<file path="src/rtl/rr_arb_requester_if.sv">
// rr_arb_requester_if: client push ports, arbiter req/grant and shared output handshake
interface rr_arb_requester_if #(
   parameter int N_PORTS = 4,
   parameter int DATA_W  = 8
);
   localparam int PW = (N_PORTS > 1) ? $clog2(N_PORTS) : 1;
   logic [N_PORTS-1:0]        in_valid;
   logic [N_PORTS*DATA_W-1:0] in_data;
   logic [N_PORTS-1:0]        in_ready;
   logic [N_PORTS-1:0]        req;
   logic [N_PORTS-1:0]        grant;
   logic                      out_valid;
   logic                      out_ready;
   logic [PW-1:0]             out_port;
   logic [DATA_W-1:0]         out_data;
   logic                      proto_err;
   modport master (
      output in_valid, in_data, grant, out_ready,
      input  in_ready, req, out_valid, out_port, out_data, proto_err
   );
   modport slave (
      input  in_valid, in_data, grant, out_ready,
      output in_ready, req, out_valid, out_port, out_data, proto_err
   );
endinterface

</file>
<file path="src/rtl/rr_arb_requester.sv">
// rr_arb_requester: per-port FIFOs feeding an arbiter; the granted head moves to a shared output register
module rr_arb_requester #(
   parameter int N_PORTS = 4,
   parameter int DATA_W  = 8,
   parameter int DEPTH   = 4
) (
   input logic clk,
   input logic reset,
   rr_arb_requester_if.slave bus
);
   localparam int PW = (N_PORTS > 1) ? $clog2(N_PORTS) : 1;
   localparam int AW = $clog2(DEPTH);
   logic [DATA_W-1:0]  mem [N_PORTS][DEPTH];
   logic [AW-1:0]      wptr [N_PORTS];
   logic [AW-1:0]      rptr [N_PORTS];
   logic [AW:0]        cnt [N_PORTS];
   logic [N_PORTS-1:0] push, pop, req;
   logic               onehot, hit, err, out_free, accept;
   logic               out_valid, proto_err;
   logic [PW-1:0]      gidx, out_port;
   logic [DATA_W-1:0]  head, out_data;
   for (genvar g = 0; g < N_PORTS; g++) begin : g_flags
      assign bus.in_ready[g] = cnt[g] != (AW+1)'(DEPTH);
      assign req[g]          = cnt[g] != '0;
      assign push[g]         = bus.in_valid[g] && bus.in_ready[g];
   end
   assign bus.req       = req;
   assign bus.out_valid = out_valid;
   assign bus.out_port  = out_port;
   assign bus.out_data  = out_data;
   assign bus.proto_err = proto_err;
   // Multi-bit grants and grants to empty ports are both errors; a stalled legal grant is not.
   assign onehot   = (bus.grant != '0) && ((bus.grant & (bus.grant - N_PORTS'(1))) == '0);
   assign hit      = |(bus.grant & req);
   assign err      = ((bus.grant != '0) && !onehot) || |(bus.grant & ~req);
   assign out_free = !out_valid || bus.out_ready;
   assign accept   = onehot && hit && out_free;
   assign pop      = accept ? bus.grant : '0;
   always_comb begin
      gidx = '0;
      head = '0;
      for (int i = 0; i < N_PORTS; i++) begin
         if (bus.grant[i]) begin
            gidx = PW'(i);
            head = mem[i][rptr[i]];
         end
      end
   end
   always_ff @(posedge clk) begin
      for (int i = 0; i < N_PORTS; i++) begin
         if (!reset) begin
            wptr[i] <= '0;
            rptr[i] <= '0;
            cnt[i]  <= '0;
         end else begin
            wptr[i] <= wptr[i] + AW'(push[i]);
            rptr[i] <= rptr[i] + AW'(pop[i]);
            cnt[i]  <= cnt[i] + (AW+1)'(push[i]) - (AW+1)'(pop[i]);
         end
      end
   end
   always_ff @(posedge clk) begin
      for (int i = 0; i < N_PORTS; i++)
         if (push[i]) mem[i][wptr[i]] <= bus.in_data[i*DATA_W +: DATA_W];
   end
   always_ff @(posedge clk) begin
      if (!reset) begin
         out_valid <= 1'b0;
         out_port  <= '0;
         out_data  <= '0;
         proto_err <= 1'b0;
      end else begin
         if (accept) begin
            out_valid <= 1'b1;
            out_port  <= gidx;
            out_data  <= head;
         end else if (bus.out_ready) begin
            out_valid <= 1'b0;
         end
         if (err) proto_err <= 1'b1;
      end
   end
endmodule

</file>
<file path="src/flat_wrapper.sv">
// flat-port wrapper written by rule: the top's interface ports become plain ports
module rr_arb_requester_flat 
#(
   parameter int N_PORTS = 4,
   parameter int DATA_W  = 8,
   parameter int DEPTH   = 4
)
  (clk, reset, bus_in_valid, bus_in_data, bus_grant, bus_out_ready, bus_in_ready, bus_req, bus_out_valid, bus_out_port, bus_out_data, bus_proto_err);
  rr_arb_requester_if #(.N_PORTS(N_PORTS), .DATA_W(DATA_W)) bus_i ();
  input logic clk;
  input logic reset;
  input wire logic [$bits(bus_i.in_valid)-1:0] bus_in_valid;
  input wire logic [$bits(bus_i.in_data)-1:0] bus_in_data;
  input wire logic [$bits(bus_i.grant)-1:0] bus_grant;
  input wire logic [$bits(bus_i.out_ready)-1:0] bus_out_ready;
  output wire logic [$bits(bus_i.in_ready)-1:0] bus_in_ready;
  output wire logic [$bits(bus_i.req)-1:0] bus_req;
  output wire logic [$bits(bus_i.out_valid)-1:0] bus_out_valid;
  output wire logic [$bits(bus_i.out_port)-1:0] bus_out_port;
  output wire logic [$bits(bus_i.out_data)-1:0] bus_out_data;
  output wire logic [$bits(bus_i.proto_err)-1:0] bus_proto_err;
  assign bus_i.in_valid = bus_in_valid;
  assign bus_i.in_data = bus_in_data;
  assign bus_i.grant = bus_grant;
  assign bus_i.out_ready = bus_out_ready;
  assign bus_in_ready = bus_i.in_ready;
  assign bus_req = bus_i.req;
  assign bus_out_valid = bus_i.out_valid;
  assign bus_out_port = bus_i.out_port;
  assign bus_out_data = bus_i.out_data;
  assign bus_proto_err = bus_i.proto_err;
  rr_arb_requester #(.N_PORTS(N_PORTS), .DATA_W(DATA_W), .DEPTH(DEPTH)) u_core (.clk(clk), .reset(reset), .bus(bus_i));
endmodule
</file>
<file path="config.mk">
export PLATFORM = sky130hd
export DESIGN_NAME = rr_arb_requester_flat
export DESIGN_NICKNAME = d
export VERILOG_FILES = /design/src/rtl/rr_arb_requester_if.sv /design/src/rtl/rr_arb_requester.sv /design/src/flat_wrapper.sv
export SDC_FILE = /design/constraint.sdc
export NUM_CORES = 1
export LEC_CHECK = 0
export CAP_MARGIN = 20
export CORE_UTILIZATION = 45
export DETAILED_ROUTE_END_ITERATION = 6
export GPL_TIMING_DRIVEN = 0
export SKIP_LAST_GASP = 1
export SYNTH_ARGS = -nofsm -noshare
export SYNTH_HDL_FRONTEND = slang
export SYNTH_SLANG_ARGS = --single-unit
</file>
<file path="constraint.sdc">
create_clock -name clk -period 3.9 [get_ports clk]
set_input_delay 0.78 -clock clk [delete_from_list [all_inputs] [get_ports clk]]
set_output_delay 0.78 -clock clk [all_outputs]
set_load 0.01 [all_outputs]
</file>
Word level (Yosys, flattened, before mapping)
Memories as Yosys holds them, arrays and structs flattened.
Index checks and enable logic that the tools add are counted.
- mux-type cells: 52
- reduce and logical (&&, ||, !) cells: 25
- eq/ne operators: 4
- add/subtract/negate cells: 17
- $lt $le $gt $ge: 12
- bitwise gates (word level): 24
- operators with widths (kind ; count):
    two-way mux 32 bit ; 4
    two-way mux 8 bit ; 16
    binary-select mux 8 bit (select 2 bit) ; 4
    demux 8 bit (select 2 bit) ; 4
    >= comparator 3 bit, second input constant ; 8
    inverter 2 -> 3 bit ; 8
    two-way mux 2 bit ; 10
    adder 2 x 1 -> 2 bit ; 8
    adder 3 x 1 -> 3 bit ; 4
    bitwise AND 4 bit ; 3
    logical AND 1 bit ; 12
    less-than comparator 3 x 1 -> 1 bit, second input constant ; 4
    two-way mux 3 bit ; 4
    inequality test 3 bit, second input constant ; 4
    bitwise OR 1 bit ; 12
    nonzero test 3 bit ; 4
    subtractor 3 x 1 -> 3 bit ; 4
    two-way mux 1 bit ; 9
    OR reduction 4 bit ; 2
    zero test 4 bit ; 1
    two-way mux 4 bit ; 1
    inverter 4 bit ; 1
    nonzero test 4 bit ; 1
    subtractor 4 x 1 -> 4 bit, second input constant ; 1
    other kinds (3) ; 5
- output and inout bits: 20
- bits of input ports: 43
- register bits after elaboration: 12
- memory bits (writable): 156
- memories kept: 4
- memory list (memory ; depth ; bits a word ; read ports ; clocked after memory_dff ; wr ports ; line ; RTL):
    u_core.mem ; 4 ; 32 ; 4 ; 0 ; 4 ; rr_arb_requester.sv:13 ; logic [DATA_W-1:0] mem [N_PORTS][DEPTH];
    u_core.cnt ; 4 ; 3 ; 4 ; 0 ; 4 ; rr_arb_requester.sv:16 ; logic [AW:0] cnt [N_PORTS];
    u_core.rptr ; 4 ; 2 ; 4 ; 0 ; 4 ; rr_arb_requester.sv:15 ; logic [AW-1:0] rptr [N_PORTS];
    u_core.wptr ; 4 ; 2 ; 4 ; 0 ; 4 ; rr_arb_requester.sv:14 ; logic [AW-1:0] wptr [N_PORTS];

Longest topological paths before layout
- depth after elaboration: 9
- mapped depth: 12
- mapped depth without buffers: 10

Worst setup path after synthesis
OpenSTA, ideal clock, no wires.
- kind: input -> register
- start point: input port bus_grant[2]
- end point: memory u_core.cnt[1][2] in the netlist's numbering
- data required time: 3772 ps
- slack: 758 ps
- buffers on the path: 2
- arrival: 3014 ps
- cell stages on the path: 12
- library setup time: 128 ps
- cells stage by stage: buf_6 or4b_1 o311a_1 buf_6 nor3_1 ha_1 inv_1 ha_1 fa_1 xnor2_1 xnor2_1 nor2_1
- RTL lines (what ; line ; RTL):
    start, declared ; flat_wrapper.sv:14 ; input wire logic [$bits(bus_i.grant)-1:0] bus_grant;
    end, declared ; rr_arb_requester.sv:16 ;

==> flow_summary.toml <==
[logic_synthesis]
synth_xor_xnor_area_share = 0.0215
ys.flop_type = "edfxtp_1"
synth_compound_area_frac = 0.0826
synth_edf_count = 128
netlist_area_um2 = 6940
netlist_instances = 482
synthDistinctLibCells = 45
yosys_warnings = 0
synth_mux_area_frac = 0.0963
syn-num-nets = 541
synth-async-reset-ratio = 0
seq_area_frac_synth = 0.669
synth_area_per_cell_um2 = 14.4
synth_top_family_by_area = "multiplexers"
synthAdderAreaFrac = 0.0332
ys_ff_latch = 168
synth_area_leaders = "edfxtp_1 (55%), dfxtp_1 (12%), mux2i_1 (8.7%), ha_1 (2.2%), xnor2_1 (2.0%)"
synth_largest_area_cell = "edfxtp_1"
yosys.area_share.simple = 0.0714
synth_top_cell_area_share = 0.554

[clock_network]
htree_levels = 4
cts_made_buffers = 17
post_cts_buffers = 0
cts_sinks = 168
root_buffer = "clkbuf_16"
cts-resized-gates = 0
postCtsHoldBufs = 0
clk_pin_slew_ns = 0.06
clock_latency_ns = 0.42
cts_tree = "done"
clk_path_buf_depth = 2

[worst_setup_path]
r2r-start = "u_core.cnt[1][4]"
cp-start-kind = "input port"
critPathTopFamily = "adder cells"
max_stage_delay_ns = 0.62
end_kind = "flip-flop"
arrival_ns = 3.88
crit_slowest_cell = "o41ai_4"
worst-path-buf-inv = 3
crit_end = "u_core.cnt[0][5]"
crit_chain = "clkdlybuf4s50_1, clkbuf_1, o31a_1, o41ai_4, nor3_1, ha_1, inv_1, ha_1, fa_1, xnor2_1, xnor2_1, nor2_1"
reg2reg_depth = 10
rrSetupSlack_ns = 0.85
crit_start = "bus_grant[3]"
crit_required_ns = 4.19
path_max_fanout = 10
path_depth = 12
reg2reg_to = "u_core.cnt[0][5]"
crit_type = "input port to flip-flop"

[final_layout]
drive_above_1_share = 0.0881
area_growth_pct = 20.4
nNetsFinal = 625
n_fill_cell = 1234
diodes = 0
fin_area_um2 = 8360

[drt]
drc = 0
avgViaCountPerCell = 5.50
vias = 4217
drt_pass1_iterations = 4
post_drt_wl_per_cell_um = 19.4
final_antenna_net_count = 0
drt-initial-drc-count = 273
routed_wl_um = 14900

[sta]
finalCritPeriodShare = 0.922
finalHoldViolCount = 0
rsz0062_at_grt = "false"
slew_viol_final = 0
setup_viol = 0
max_slew_margin = 0.447
fin_skew_ns = 0.00731
fmax_mhz = 278
tightest_slew_ns = 0.826
fin_crit_ns = 3.59

[placement]
io_buffers = 60
place_congestion = 0.824
place_area_um2 = 7820
dp_hpwl_um = 10600

[die]
dieArea_um2 = 15900
die_y_um = 126
initial_utilization = 0.458
core_area_um2 = 15100
std_cell_rows = 45
ios = 63
fp.dieW_um = 126

[global_route]
grt_first_pass_wirelength_um = 23100
grt_pass1_vias = 4156
grt_usage = 0.198
antenna_found_initial = 0
grt-ovfl-total = 0
grt_max_degree = 17

[pwr]
totalPowerFinal_uw = 4890
power.density_nw_per_um2 = 585
ir_drop_uv = 363
p_leak_uw = 0.00281

[hold_path]
hold_class = "flip-flop to flip-flop"

[outcome]
outcome = "finished clean"

[run]
maxCapViolations = 0
==> cell type report <==
class	instances	area [µm²]	share of cell area
Clock inverter	14	106	0.0127
Multi-Input combinational cell	273	2130	0.255
Sequential cell	168	4640	0.556
Clock buffer	18	429	0.0514
Timing Repair Buffer	65	631	0.0755
Inverter	18	67.6	0.00809
Buffer	23	111	0.0133
Tap cell	188	235	0.0282
==> through the flow <==
stage	setup slack [ns]	instances	setup TNS (ns)	util	hold slack, ns
6_report	0.305	767	0	0.552	0.513
2_1_floorplan	0.758	482	0	-	0.461
5_1_grt	0.0666	767	0	0.552	0.533
3_3_place_gp	-0.0637	730	-0.0989	0.513	0.477
3_5_place_dp	-0.115	735	-0.197	0.516	0.500
4_1_cts	0.311	767	0	0.552	0.509
==> Yosys cell counts (3+ instances only) <==
cell type	number
a21oi_1	15
o22ai_1	21
mux2i_1	60
and3_1	4
buf_2	8
a22oi_1	7
and2_1	14
nand3_1	3
inv_1	18
nor3_1	10
xnor2_1	16
clkbuf_1	12
edfxtp_1	128
o31a_1	4
or3_1	3
nor2_1	22
o211ai_1	7
nor3b_1	4
ha_1	12
a311oi_1	8
dfxtp_1	40
mux4_2	3
fa_1	4
nand2b_1	5
nand2_1	21
o21ai_0	8
==> where the power goes <==
group | switching (µW) | leakage (µW) | internal [µW] | total, µW
sequential | 125 | 0.00150 | 2160 | 2290
clock | 670 | 0.000262 | 868 | 1540
combinational | 571 | 0.00105 | 489 | 1060
==> worst min-delay path: cells and delay by family (launching register included) <==
kind	cells	cell delay, ns
flops	1	0.33
compound gates	2	0.14
==> state kept, by name, indices dropped and copies added (netlist names) <==
name / flops
u_core.bus.out_data: 8
u_core.bus.out_port: 2
u_core.bus.out_valid: 1
u_core.bus.proto_err: 1
u_core.cnt: 12
u_core.mem: 128
u_core.rptr: 8
u_core.wptr: 8
==> routing by layer <==
layer  global-route usage  up-vias  wire length [µm]
met1                0.269     2092              6820
met5                    0        -                 0
li1                     -     2006                 -
met2                0.316      109              7200
met4               0.0702        0               146
met3               0.0421       10               687
==> cell usage in the layout (no fill, tap or decap), types with 4 or more instances in the layout <==
cell type        instances
o21ai_0                  8
ha_1                    12
buf_2                   11
clkdlybuf4s50_1         60
mux2i_1                 60
o31a_1                   4
xnor2_1                 16
nor2_1                  22
a311oi_1                 8
nor3_1                  10
clkinv_1                 5
nand2b_1                 5
clkbuf_1                13
and2_1                  14
dfxtp_1                 40
fa_1                     4
edfxtp_1               128
o211ai_1                 7
a22oi_1                  7
nand2_1                 21
inv_1                   18
o22ai_1                 21
clkbuf_16               17
and3_1                   4
a21oi_1                 15
==> worst min path at each step <==
stage / from / to / slack, ns / depth (start not counted)
3_3_place_gp: u_core.rptr[0][1] / u_core.rptr[0][1] / 0.48 / 2
5_1_grt: u_core.rptr[0][1] / u_core.rptr[0][1] / 0.53 / 2
4_1_cts: u_core.rptr[0][1] / u_core.rptr[0][1] / 0.51 / 2
3_5_place_dp: u_core.rptr[0][1] / u_core.rptr[0][1] / 0.50 / 2
2_1_floorplan: u_core.rptr[0][1] / u_core.rptr[0][1] / 0.46 / 2
6_report: u_core.rptr[0][1] / u_core.rptr[0][1] / 0.51 / 2
==> logic make-up (layout without fill, tap and decap cells) <==
family	count (synthesis)	after routing
simple gates	96	96
buf+inv	41	138
fa+ha+maj	16	16
mux	63	63
xor+xnor	17	17
compound gates	81	81
flops	168	168
Note: power is estimated with default switching activity, not from simulation.
